`config.mk`:
```
export PLATFORM = sky130hd
export DESIGN_NAME = lc3_control_fsm_flat
export DESIGN_NICKNAME = d
export VERILOG_FILES = /design/src/rtl/lc3_pkg.sv /design/src/rtl/lc3_control_fsm_if.sv /design/src/rtl/lc3_control_fsm.sv /design/src/flat_wrapper.sv
export SDC_FILE = /design/constraint.sdc
export NUM_CORES = 1
export LEC_CHECK = 0
export CAP_MARGIN = 20
export CORE_UTILIZATION = 47
export CTS_BUF_LIST = sky130_fd_sc_hd__clkbuf_8
export CTS_CLUSTER_SIZE = 16
export DETAILED_ROUTE_END_ITERATION = 10
export DONT_BUFFER_PORTS = 1
export HOLD_SLACK_MARGIN = 0.02
export PLACE_DENSITY = 0.69
export SETUP_SLACK_MARGIN = 0.02
export SYNTH_ARGS = -nofsm -noshare
export SYNTH_HDL_FRONTEND = slang
export SYNTH_SLANG_ARGS = --single-unit
```
`constraint.sdc`:
```
create_clock -name Clk -period 1.9 [get_ports Clk]
set_input_delay 0.38 -clock Clk [delete_from_list [all_inputs] [get_ports Clk]]
set_output_delay 0.38 -clock Clk [all_outputs]
set_load 0.1 [all_outputs]
```
`src/rtl/lc3_pkg.sv`:
```
// LC-3 control package: state enum, opcodes and mux/ALU encodings
// shared between the control FSM and the datapath.
package lc3_pkg;

  typedef enum logic [4:0] {
    HALTED, S18, S33, S35, S32,
    S01, S05, S09, S00, S22,
    S12, S04, S21, S06, S25,
    S27, S07, S23, S16, P1, P2
  } state_e;

  localparam logic [3:0] OP_BR    = 4'b0000;
  localparam logic [3:0] OP_ADD   = 4'b0001;
  localparam logic [3:0] OP_JSR   = 4'b0100;
  localparam logic [3:0] OP_AND   = 4'b0101;
  localparam logic [3:0] OP_LDR   = 4'b0110;
  localparam logic [3:0] OP_STR   = 4'b0111;
  localparam logic [3:0] OP_NOT   = 4'b1001;
  localparam logic [3:0] OP_JMP   = 4'b1100;
  localparam logic [3:0] OP_PAUSE = 4'b1101;

  localparam logic [1:0] ALUK_ADD   = 2'b00;
  localparam logic [1:0] ALUK_AND   = 2'b01;
  localparam logic [1:0] ALUK_NOT   = 2'b10;
  localparam logic [1:0] ALUK_PASSA = 2'b11;

  localparam logic [1:0] PCMUX_INC   = 2'b00;
  localparam logic [1:0] PCMUX_BUS   = 2'b01;
  localparam logic [1:0] PCMUX_ADDER = 2'b10;

  localparam logic [1:0] A2_ZERO  = 2'b00;
  localparam logic [1:0] A2_OFF6  = 2'b01;
  localparam logic [1:0] A2_OFF9  = 2'b10;
  localparam logic [1:0] A2_OFF11 = 2'b11;

endpackage

```
`src/rtl/lc3_control_fsm_if.sv`:
```
// Control/status bundle between the LC-3 control FSM (master)
// and the datapath plus memory (slave).
interface lc3_control_fsm_if;
  logic       Run, Continue;
  logic [3:0] Opcode;
  logic       IR_5, IR_11, BEN;
  logic       LD_MAR, LD_PC, LD_IR, LD_MDR;
  logic       LD_REG, LD_CC, LD_BEN;
  logic       GatePC, GateMDR, GateALU, GateMARMUX;
  logic       MIO_EN;
  logic [1:0] PCMUX, ADDR2MUX, ALUK;
  logic       ADDR1MUX, DRMUX, SR1MUX, SR2MUX;
  logic       Mem_OE, Mem_WE;

  modport master (
    input  Run, Continue, Opcode, IR_5, IR_11, BEN,
    output LD_MAR, LD_PC, LD_IR, LD_MDR,
    output LD_REG, LD_CC, LD_BEN,
    output GatePC, GateMDR, GateALU, GateMARMUX,
    output MIO_EN, PCMUX, ADDR2MUX, ALUK,
    output ADDR1MUX, DRMUX, SR1MUX, SR2MUX,
    output Mem_OE, Mem_WE
  );

  modport slave (
    output Run, Continue, Opcode, IR_5, IR_11, BEN,
    input  LD_MAR, LD_PC, LD_IR, LD_MDR,
    input  LD_REG, LD_CC, LD_BEN,
    input  GatePC, GateMDR, GateALU, GateMARMUX,
    input  MIO_EN, PCMUX, ADDR2MUX, ALUK,
    input  ADDR1MUX, DRMUX, SR1MUX, SR2MUX,
    input  Mem_OE, Mem_WE
  );
endinterface

```
`src/rtl/lc3_control_fsm.sv`:
```
// LC-3 Moore control FSM: fetch/decode/execute sequencing,
// memory wait states and the PAUSE Run/Continue handshake.
module lc3_control_fsm
  import lc3_pkg::*;
#(
  parameter int MEM_WAIT = 2
) (
  input  logic              Clk,
  input  logic              Reset_n,
  lc3_control_fsm_if.master bus
);

  localparam int CW = $clog2(MEM_WAIT + 1);
  localparam logic [CW-1:0] LAST = CW'(MEM_WAIT - 1);

  state_e        state_q, state_d;
  logic [CW-1:0] cnt_q, cnt_d;
  logic          last;
  logic          unused_ir11;

  assign last        = (cnt_q == LAST);
  assign unused_ir11 = bus.IR_11;

  always_ff @(posedge Clk or negedge Reset_n) begin
    if (!Reset_n) begin
      state_q <= HALTED;
      cnt_q   <= '0;
    end else begin
      state_q <= state_d;
      cnt_q   <= cnt_d;
    end
  end

  always_comb begin
    state_d        = state_q;
    cnt_d          = '0;
    bus.LD_MAR     = 1'b0;
    bus.LD_PC      = 1'b0;
    bus.LD_IR      = 1'b0;
    bus.LD_MDR     = 1'b0;
    bus.LD_REG     = 1'b0;
    bus.LD_CC      = 1'b0;
    bus.LD_BEN     = 1'b0;
    bus.GatePC     = 1'b0;
    bus.GateMDR    = 1'b0;
    bus.GateALU    = 1'b0;
    bus.GateMARMUX = 1'b0;
    bus.MIO_EN     = 1'b0;
    bus.PCMUX      = PCMUX_INC;
    bus.ADDR2MUX   = A2_ZERO;
    bus.ADDR1MUX   = 1'b0;
    bus.DRMUX      = 1'b0;
    bus.SR1MUX     = 1'b0;
    bus.SR2MUX     = 1'b0;
    bus.ALUK       = ALUK_ADD;
    bus.Mem_OE     = 1'b1;
    bus.Mem_WE     = 1'b1;
    unique case (state_q)
      HALTED: if (bus.Run) state_d = S18;
      S18: begin
        bus.GatePC = 1'b1;
        bus.LD_MAR = 1'b1;
        bus.LD_PC  = 1'b1;
        state_d    = S33;
      end
      // counter is zero on entry because every other state leaves it cleared
      S33, S25: begin
        bus.Mem_OE = 1'b0;
        bus.MIO_EN = 1'b1;
        bus.LD_MDR = last;
        if (last) state_d = (state_q == S33) ? S35 : S27;
        else      cnt_d   = cnt_q + 1'b1;
      end
      S35: begin
        bus.GateMDR = 1'b1;
        bus.LD_IR   = 1'b1;
        state_d     = S32;
      end
      S32: begin
        bus.LD_BEN = 1'b1;
        unique case (bus.Opcode)
          OP_ADD:   state_d = S01;
          OP_AND:   state_d = S05;
          OP_NOT:   state_d = S09;
          OP_BR:    state_d = S00;
          OP_JMP:   state_d = S12;
          OP_JSR:   state_d = S04;
          OP_LDR:   state_d = S06;
          OP_STR:   state_d = S07;
          OP_PAUSE: state_d = P1;
          default:  state_d = S18;
        endcase
      end
      S01, S05, S09: begin
        bus.GateALU = 1'b1;
        bus.LD_REG  = 1'b1;
        bus.LD_CC   = 1'b1;
        bus.SR1MUX  = 1'b1;
        bus.SR2MUX  = bus.IR_5;
        bus.ALUK    = (state_q == S01) ? ALUK_ADD :
                      (state_q == S05) ? ALUK_AND : ALUK_NOT;
        state_d     = S18;
      end
      S00: state_d = bus.BEN ? S22 : S18;
      S22: begin
        bus.ADDR2MUX = A2_OFF9;
        bus.PCMUX    = PCMUX_ADDER;
        bus.LD_PC    = 1'b1;
        state_d      = S18;
      end
      S12: begin
        bus.ADDR1MUX = 1'b1;
        bus.SR1MUX   = 1'b1;
        bus.PCMUX    = PCMUX_ADDER;
        bus.LD_PC    = 1'b1;
        state_d      = S18;
      end
      S04: begin
        bus.GatePC = 1'b1;
        bus.DRMUX  = 1'b1;
        bus.LD_REG = 1'b1;
        state_d    = S21;
      end
      S21: begin
        bus.ADDR2MUX = A2_OFF11;
        bus.PCMUX    = PCMUX_ADDER;
        bus.LD_PC    = 1'b1;
        state_d      = S18;
      end
      S06, S07: begin
        bus.GateMARMUX = 1'b1;
        bus.ADDR1MUX   = 1'b1;
        bus.SR1MUX     = 1'b1;
        bus.ADDR2MUX   = A2_OFF6;
        bus.LD_MAR     = 1'b1;
        state_d        = (state_q == S06) ? S25 : S23;
      end
      S27: begin
        bus.GateMDR = 1'b1;
        bus.LD_REG  = 1'b1;
        bus.LD_CC   = 1'b1;
        state_d     = S18;
      end
      S23: begin
        bus.ALUK    = ALUK_PASSA;
        bus.GateALU = 1'b1;
        bus.LD_MDR  = 1'b1;
        state_d     = S16;
      end
      S16: begin
        bus.Mem_WE = 1'b0;
        if (last) state_d = S18;
        else      cnt_d   = cnt_q + 1'b1;
      end
      // P2 waits for release so one press releases one PAUSE
      P1: if (bus.Continue)  state_d = P2;
      P2: if (!bus.Continue) state_d = S18;
      default: state_d = HALTED;
    endcase
  end

endmodule
```
`src/flat_wrapper.sv`:
```
// flat-port wrapper written by rule: the top's interface ports become plain ports
module lc3_control_fsm_flat import lc3_pkg::*;
#(
  parameter int MEM_WAIT = 2
)
  (Clk, Reset_n, bus_Run, bus_Continue, bus_Opcode, bus_IR_5, bus_IR_11, bus_BEN, bus_LD_MAR, bus_LD_PC, bus_LD_IR, bus_LD_MDR, bus_LD_REG, bus_LD_CC, bus_LD_BEN, bus_GatePC, bus_GateMDR, bus_GateALU, bus_GateMARMUX, bus_MIO_EN, bus_PCMUX, bus_ADDR2MUX, bus_ALUK, bus_ADDR1MUX, bus_DRMUX, bus_SR1MUX, bus_SR2MUX, bus_Mem_OE, bus_Mem_WE);
  lc3_control_fsm_if bus_i ();
  input  logic Clk;
  input  logic Reset_n;
  input wire logic [$bits(bus_i.Run)-1:0] bus_Run;
  input wire logic [$bits(bus_i.Continue)-1:0] bus_Continue;
  input wire logic [$bits(bus_i.Opcode)-1:0] bus_Opcode;
  input wire logic [$bits(bus_i.IR_5)-1:0] bus_IR_5;
  input wire logic [$bits(bus_i.IR_11)-1:0] bus_IR_11;
  input wire logic [$bits(bus_i.BEN)-1:0] bus_BEN;
  output wire logic [$bits(bus_i.LD_MAR)-1:0] bus_LD_MAR;
  output wire logic [$bits(bus_i.LD_PC)-1:0] bus_LD_PC;
  output wire logic [$bits(bus_i.LD_IR)-1:0] bus_LD_IR;
  output wire logic [$bits(bus_i.LD_MDR)-1:0] bus_LD_MDR;
  output wire logic [$bits(bus_i.LD_REG)-1:0] bus_LD_REG;
  output wire logic [$bits(bus_i.LD_CC)-1:0] bus_LD_CC;
  output wire logic [$bits(bus_i.LD_BEN)-1:0] bus_LD_BEN;
  output wire logic [$bits(bus_i.GatePC)-1:0] bus_GatePC;
  output wire logic [$bits(bus_i.GateMDR)-1:0] bus_GateMDR;
  output wire logic [$bits(bus_i.GateALU)-1:0] bus_GateALU;
  output wire logic [$bits(bus_i.GateMARMUX)-1:0] bus_GateMARMUX;
  output wire logic [$bits(bus_i.MIO_EN)-1:0] bus_MIO_EN;
  output wire logic [$bits(bus_i.PCMUX)-1:0] bus_PCMUX;
  output wire logic [$bits(bus_i.ADDR2MUX)-1:0] bus_ADDR2MUX;
  output wire logic [$bits(bus_i.ALUK)-1:0] bus_ALUK;
  output wire logic [$bits(bus_i.ADDR1MUX)-1:0] bus_ADDR1MUX;
  output wire logic [$bits(bus_i.DRMUX)-1:0] bus_DRMUX;
  output wire logic [$bits(bus_i.SR1MUX)-1:0] bus_SR1MUX;
  output wire logic [$bits(bus_i.SR2MUX)-1:0] bus_SR2MUX;
  output wire logic [$bits(bus_i.Mem_OE)-1:0] bus_Mem_OE;
  output wire logic [$bits(bus_i.Mem_WE)-1:0] bus_Mem_WE;
  assign bus_i.Run = bus_Run;
  assign bus_i.Continue = bus_Continue;
  assign bus_i.Opcode = bus_Opcode;
  assign bus_i.IR_5 = bus_IR_5;
  assign bus_i.IR_11 = bus_IR_11;
  assign bus_i.BEN = bus_BEN;
  assign bus_LD_MAR = bus_i.LD_MAR;
  assign bus_LD_PC = bus_i.LD_PC;
  assign bus_LD_IR = bus_i.LD_IR;
  assign bus_LD_MDR = bus_i.LD_MDR;
  assign bus_LD_REG = bus_i.LD_REG;
  assign bus_LD_CC = bus_i.LD_CC;
  assign bus_LD_BEN = bus_i.LD_BEN;
  assign bus_GatePC = bus_i.GatePC;
  assign bus_GateMDR = bus_i.GateMDR;
  assign bus_GateALU = bus_i.GateALU;
  assign bus_GateMARMUX = bus_i.GateMARMUX;
  assign bus_MIO_EN = bus_i.MIO_EN;
  assign bus_PCMUX = bus_i.PCMUX;
  assign bus_ADDR2MUX = bus_i.ADDR2MUX;
  assign bus_ALUK = bus_i.ALUK;
  assign bus_ADDR1MUX = bus_i.ADDR1MUX;
  assign bus_DRMUX = bus_i.DRMUX;
  assign bus_SR1MUX = bus_i.SR1MUX;
  assign bus_SR2MUX = bus_i.SR2MUX;
  assign bus_Mem_OE = bus_i.Mem_OE;
  assign bus_Mem_WE = bus_i.Mem_WE;
  lc3_control_fsm #(.MEM_WAIT(MEM_WAIT)) u_core (.Clk(Clk), .Reset_n(Reset_n), .bus(bus_i));
endmodule
```
==> results.json, run 1 <==
{
  "die_height_um": 49.7,
  "crit_endpoint": "bus_LD_MAR",
  "clockBufferDepth": 2,
  "first-error": "[ERROR DPL-0038] Utilization greater than 100%, impossible to legalize",
  "syn_avg_cell_area_um2": 7.52,
  "outcome": "did not finish",
  "synth_warnings": 0,
  "dp_hpwl_um": 2570,
  "cts.sinks": 7,
  "stop_stage": "global routing",
  "grt_start_max_net_pins": 18,
  "syn_inst": 142,
  "synth_area_mm2": 0.00107,
  "gp_congestion": 0.866,
  "yosysSeqAreaShare_pct": 16.4,
  "dp_slack_ps": -13.8,
  "numCtsBuffers": 3,
  "yosysUniqueCellTypes": 48,
  "placed_area_mm2": 0.00168,
  "worst_endpoint_kind": "primary output",
  "pin_count": 35,
  "dpl.cell_count": 191,
  "clockRootBuffer": "clkbuf_8",
  "synth_ff_type": "dfrtp_1",
  "port_buffers": 0,
  "ys_async_sr_fraction_pct": 100,
  "synth_edf_count": 0,
  "rows": 16,
  "synth_seq_cells": 7,
  "synth_fp_nets": 157,
  "die_w_um": 49.7,
  "start_util_pct": 52.3,
  "htreeDepth": 1
}
## cells in the mapped netlist (2+ instances only)
library cell | number | area share (%)
a211oi_1 | 3 | 2.1
a21oi_1 | 10 | 4.7
and2_1 | 2 | 1.2
and2b_1 | 2 | 1.4
and3b_1 | 3 | 2.5
buf_2 | 5 | 2.3
buf_4 | 5 | 3.5
buf_6 | 4 | 4.2
dfrtp_1 | 7 | 16
ha_1 | 4 | 4.7
inv_1 | 5 | 1.8
mux2i_1 | 2 | 1.9
nand2_1 | 11 | 3.9
nand2b_1 | 8 | 4.7
nand3_1 | 4 | 1.9
nand3b_1 | 3 | 2.1
nor2_1 | 11 | 3.9
nor2b_1 | 5 | 2.9
nor3_1 | 4 | 1.9
nor4bb_1 | 2 | 1.9
o211ai_1 | 4 | 2.8
o21ai_0 | 5 | 2.3
o21ai_1 | 5 | 2.3
o2bb2ai_1 | 2 | 1.6
or3b_1 | 2 | 1.6
xnor2_1 | 2 | 1.6
## stage by stage
stage | TNS, ps | hold WS (ps)
after detailed placement | -13.8 | 84.6
after floorplan | -3200 | 84.4
after CTS | -473 | 337
after global placement | 0 | 84.6
## kinds of logic after synthesis
group                    after synthesis  share of synthesized area (%)
AO/OA/AOI/OAI                         39                           24.7
other                                  1                          0.351
buffers and inverters                 20                           12.2
flip-flops                             7                           16.4
XOR/XNOR                               3                           2.46
multiplexers                           3                           3.28
adder cells (fa/ha/maj)                4                           4.68
AND/OR/NAND/NOR                       65                           36.0
## repair_timing
| action | CTS |
|---|---|
| hold buffers | 1 |
| resized for setup | 31 |
| setup buffers | 7 |
| pin swaps | 13 |
| hold endpoints to repair | 7 |
| setup endpoints to repair | 22 |
==> run 2, diff against run 1 <==
CORE_AREA = 2 2 63 65   (was not set)
CORE_UTILIZATION = not set   (was 47)
CTS_BUF_LIST = not set   (was sky130_fd_sc_hd__clkbuf_8)
CTS_CLUSTER_SIZE = not set   (was 16)
DIE_AREA = 0 0 65 67   (was not set)
HOLD_SLACK_MARGIN = not set   (was 0.02)
PLACE_DENSITY = not set   (was 0.69)
PLACE_DENSITY_LB_ADDON = 0.15   (was not set)
SETUP_SLACK_MARGIN = not set   (was 0.02)
==> results.json, run 2 <==
{
  "outcome": "finished, violations left",
  "violations": "setup timing",
  "antenna_cells": 0,
  "syn_inst": 142,
  "routed_wl_um": 3760,
  "vias": 1243,
  "cts_tree": "yes",
  "ant_nets": 0,
  "ys_async_sr_fraction_pct": 100,
  "cts.sinks": 7,
  "top_register": "u_core.state_q",
  "mostFrequentLayoutCell": "buf_4",
  "drv_cap": 0,
  "setup_viol": 15,
  "total_power_uw": 3990,
  "yosysTopAreaCell": "dfrtp_1",
  "finClkSkew_ps": 3.97,
  "htreeDepth": 1,
  "synth_area_mm2": 0.00107,
  "dp_hpwl_um": 2580,
  "pin_count": 35,
  "worstSetupPathType": "flip-flop to primary output",
  "crit_fanout": 5,
  "dieArea_mm2": 0.00436,
  "wl_per_cell_um": 15.5,
  "slew_viol_final": 0,
  "tns_ps": -951,
  "synth_seq_cells": 7,
  "clockRootBuffer": "clkbuf_8",
  "remaining_drc_errors": 0,
  "synth.area.top_cells": "dfrtp_1, a21oi_1, ha_1",
  "numCtsBuffers": 3,
  "die_height_um": 67,
  "port_buffers": 0,
  "largest_reg_flops": 5,
  "setup_ws_ps": -132,
  "clockBufferDepth": 2,
  "multi_input_area_mm2": 0.00106,
  "clock_latency_ps": 230,
  "min_period_ps": 2030,
  "cts.reportedPaths.clkPinSlew_ps": 40,
  "finalCritPeriodShare_pct": 107,
  "grt_pass1_vias": 1170,
  "yosysSeqAreaShare_pct": 16.4,
  "die_w_um": 65,
  "synth_top_cell_area_share_pct": 16.4,
  "grt_pass1_wl_um": 5380,
  "seq_area_um2": 181,
  "p_per_area_mw_per_mm2": 1840,
  "critPathCaptureType": "primary output",
  "antenna_found_initial": 0,
  "final_cell_mix": "buf_4, buf_12, buf_6, a21oi_2, nand2_1",
  "hold_class": "primary input to flip-flop",
  "clock.fmax_mhz": 492,
  "syn_avg_cell_area_um2": 7.52,
  "synth_common_cells": "nand2_1, nor2_1, a21oi_1, nand2b_1, dfrtp_1",
  "grt_usage_pct": 15.9,
  "synthToLayoutAreaGrowth_pct": 103,
  "drive_gt1_share_pct": 62.9,
  "synth_fp_nets": 157,
  "hold_viol_final": 0,
  "gp_congestion": 0.796,
  "viasPerCell": 5.14,
  "critical_path_required_ps": 1520,
  "synth_edf_count": 0,
  "synth_ff_type": "dfrtp_1",
  "rows": 22,
  "drt-initial-drc-count": 21,
  "holdWs_ps": 340,
  "start_kind": "flip-flop",
  "grt_start_max_net_pins": 14,
  "n_fill_cell": 301,
  "rsz0062_at_grt": "yes",
  "leakage_uw": 0.000869,
  "synth_warnings": 0,
  "finalNetCount": 210,
  "design.core.area_mm2": 0.00361,
  "yosysUniqueCellTypes": 48,
  "cp.arrival_ps": 1650,
  "peakVddDrop_mv": 1.03,
  "reg_top3": "u_core.state_q: 5 flops, u_core.cnt_q: 2 flops",
  "dr.pass1.iters": 4,
  "start_util_pct": 29.6,
  "grt_overflow": 0
}
run 2: cell counts after synthesis:
No cell type changed its count.
run 2: repair_timing:
| action | in CTS | in global routing |
|---|---|---|
| gates resized for setup | 21 | 38 |
| pin swaps | 13 | 18 |
| endpoints found under the setup margin | 22 | 21 |
| hold buffers | 1 | 0 |
| buffers inserted | 4 | 16 |
| hold endpoints to repair | 7 | 0 |
run 2: metal layers:
| metal | up-vias | share of wire [%] | track usage, % |
|---|---|---|---|
| met3 | 5 | 3.8 | 3.72 |
| met1 | 602 | 40 | 18.1 |
| met5 | - | 0 | 0 |
| li1 | 599 | - | - |
| met4 | 0 | 0.74 | 4.52 |
| met2 | 37 | 55 | 29.5 |
run 2: power by group:
group	total, uW	leakage [uW]	switching (uW)	internal (uW)
Combinational	3490	0.000760	2080	1410
Clock	214	0.0000228	68.7	146
Sequential	287	0.0000860	85.1	202
run 2: cell type report:
cell class,instances,area share [%]
clock buffers,4,2.08
inverters,6,1.44
multi-input cells,115,48.8
flip-flops and latches,7,8.37
well taps,48,2.77
repair buffers,62,36.5
run 2: path summary, 6_finish.rpt:
kind	slack, ps	startpoint	depth (start not counted)	to
max	-130	u_core.state_q[4]	6	bus_GateMARMUX
min	340	bus_Continue	2	u_core.state_q[0]
max reg2reg	150	u_core.state_q[2]	6	u_core.state_q[2]
min reg2reg	480	u_core.cnt_q[1]	1	u_core.cnt_q[1]
max in group asynchronous	1160	Reset_n	1	u_core.state_q[3]
min in group asynchronous	480	Reset_n	1	u_core.cnt_q[0]
run 2: cell families after synthesis:
| kind of cell | Yosys count | synth area share (%) |
|---|---|---|
| other cells | 1 | 0.351 |
| simple gates | 65 | 36.0 |
| mux | 3 | 3.28 |
| flops | 7 | 16.4 |
| compound gates | 39 | 24.7 |
| buf+inv | 20 | 12.2 |
| fa+ha+maj | 4 | 4.68 |
| xor+xnor | 3 | 2.46 |
run 2: stage by stage:
stage | cells | utilization, % | worst slack (ps) | instance area (um^2)
after floorplan | 142 | - | -466 | 1280
after global placement | 218 | 48.5 | 56.1 | 1750
after detailed placement | 218 | 48.5 | 69.4 | 1750
after CTS | 226 | 52.4 | -121 | 1890
after global routing | 242 | 60.1 | -201 | 2170
final | 242 | 60.1 | -132 | 2170
run 2: critical path: stages, from the launching register on:
cell and delay, ps:
dfrtp_2 400, buf_6 140, and2b_1 210, buf_4 150, nand3_1 110, a21oi_2 200, buf_12 190
Note: power is estimated with default switching activity, not from simulation.
==> run 3, diff against run 2 <==
GPL_TIMING_DRIVEN = 0   (was not set)
==> results.json, run 3 (same netlist as run 2, synthesis figures left out) <==
{
  "cts.reportedPaths.clkPinSlew_ps": 40,
  "wl_per_cell_um": 19.1,
  "grt_pass1_wl_um": 6690,
  "remaining_drc_errors": 0,
  "port_buffers": 0,
  "cts.sinks": 7,
  "violations": "setup timing",
  "gp_congestion": 0.694,
  "numCtsBuffers": 3,
  "mostFrequentLayoutCell": "buf_4",
  "finalNetCount": 216,
  "largest_reg_flops": 5,
  "cp.arrival_ps": 2200,
  "routed_wl_um": 4730,
  "start_kind": "flip-flop",
  "setup_ws_ps": -683,
  "finalCritPeriodShare_pct": 136,
  "antenna_cells": 0,
  "die_height_um": 67,
  "grt_pass1_vias": 1343,
  "cts_tree": "yes",
  "n_fill_cell": 280,
  "min_period_ps": 2580,
  "rows": 22,
  "clockBufferDepth": 2,
  "htreeDepth": 1,
  "grt_overflow": 0,
  "rsz0062_at_grt": "yes",
  "drive_gt1_share_pct": 64.5,
  "slew_headroom_pct": 25.8,
  "critical_path_required_ps": 1520,
  "finClkSkew_ps": 3.47,
  "drv_cap": 0,
  "worstSetupPathType": "flip-flop to primary output",
  "worst_slew_pin_slew_ps": 1110,
  "clockRootBuffer": "clkbuf_8",
  "pin_count": 35,
  "viasPerCell": 5.43,
  "grt_start_max_net_pins": 11,
  "synthToLayoutAreaGrowth_pct": 106,
  "hold_viol_final": 0,
  "seq_area_um2": 175,
  "vias": 1346,
  "antenna_found_initial": 0,
  "setup_viol": 23,
  "clock.fmax_mhz": 387,
  "design.core.area_mm2": 0.00361,
  "critPathCaptureType": "primary output",
  "hold_class": "primary input to flip-flop",
  "final_cell_mix": "buf_4, buf_6, nor2_4, a21oi_4, dfrtp_1",
  "holdWs_ps": 361,
  "drt-initial-drc-count": 83,
  "grt_usage_pct": 20.4,
  "clock_latency_ps": 220,
  "reg_top3": "u_core.state_q: 5 flops, u_core.cnt_q: 2 flops",
  "slew_viol_final": 0,
  "outcome": "finished, violations left",
  "top_register": "u_core.state_q",
  "multi_input_area_mm2": 0.00118,
  "dr.pass1.iters": 4,
  "dieArea_mm2": 0.00436,
  "crit_fanout": 3,
  "ant_nets": 0,
  "dp_hpwl_um": 2560,
  "start_util_pct": 29.6,
  "die_w_um": 65
}
[run 3: cell types whose count changed in the layout (fill, tap and decap cells not counted), moves of 4 or more]
cell	before	now
buf_6	14	28
a21oi_2	7	3
nor2_4	5	9
buf_12	21	3
dfrtp_2	5	0
a21oi_4	2	7
dfrtp_1	2	7
buf_4	25	31
[run 3: worst max-delay path: stages (launching register included)]
cell and delay, ps:
dfrtp_1 400, buf_6 130, nand2b_4 150, nor3_4 840, or2_4 460
[run 3: per-layer routing]
metal / vias up / global-route usage, % / routed length, um
li1: 613 / - / -
met1: 651 / 22.4 / 1780
met2: 66 / 37.6 / 2450
met3: 16 / 5.41 / 358
met4: 0 / 7.45 / 140
met5: - / 0 / 0
[run 3: worst paths after layout]
kind                            depth (start not counted)           endpoint         startpoint  slack (ps)
worst max-delay path                                    4         bus_LD_REG  u_core.state_q[4]        -680
worst min-delay path                                    2  u_core.state_q[0]       bus_Continue         360
worst max register to register                          9  u_core.state_q[1]  u_core.state_q[4]         -70
worst min register to register                          1    u_core.cnt_q[0]    u_core.cnt_q[0]         480
max in group asynchronous                               1  u_core.state_q[0]            Reset_n        1170
min in group asynchronous                               1  u_core.state_q[1]            Reset_n         490
[run 3: layout make-up]
cell class                      count  share of cell area, %
Multi-Input combinational cell    115                   53.6
Timing Repair Buffer               55                   23.3
Sequential cell                     7                   7.97
Buffer                             13                   7.74
Tap cell                           48                   2.73
Inverter                            6                   2.56
Clock buffer                        4                   2.05
[run 3: per-stage QoR]
step	area, um^2	util (%)	instances	worst slack [ps]	setup TNS, ps
global placement	1340	37.1	190	-637	-5360
global route	2200	60.9	248	-736	-9940
finish	2200	60.9	248	-683	-8750
detailed placement	1340	37.1	190	-625	-5400
floorplan	1280	-	142	-466	-3200
CTS	1970	54.5	232	-678	-8570
[run 3: repair_timing]
action	CTS	global route
pin swaps	22	23
buffers inserted	37	22
endpoints found under the setup margin	23	24
resized for setup	73	31
endpoints found under the hold margin	7	0
hold buffers	1	0
Power of run 3 is not shown: default switching activity piles up to over one toggle a cycle in this logic, so the estimate is an artifact.
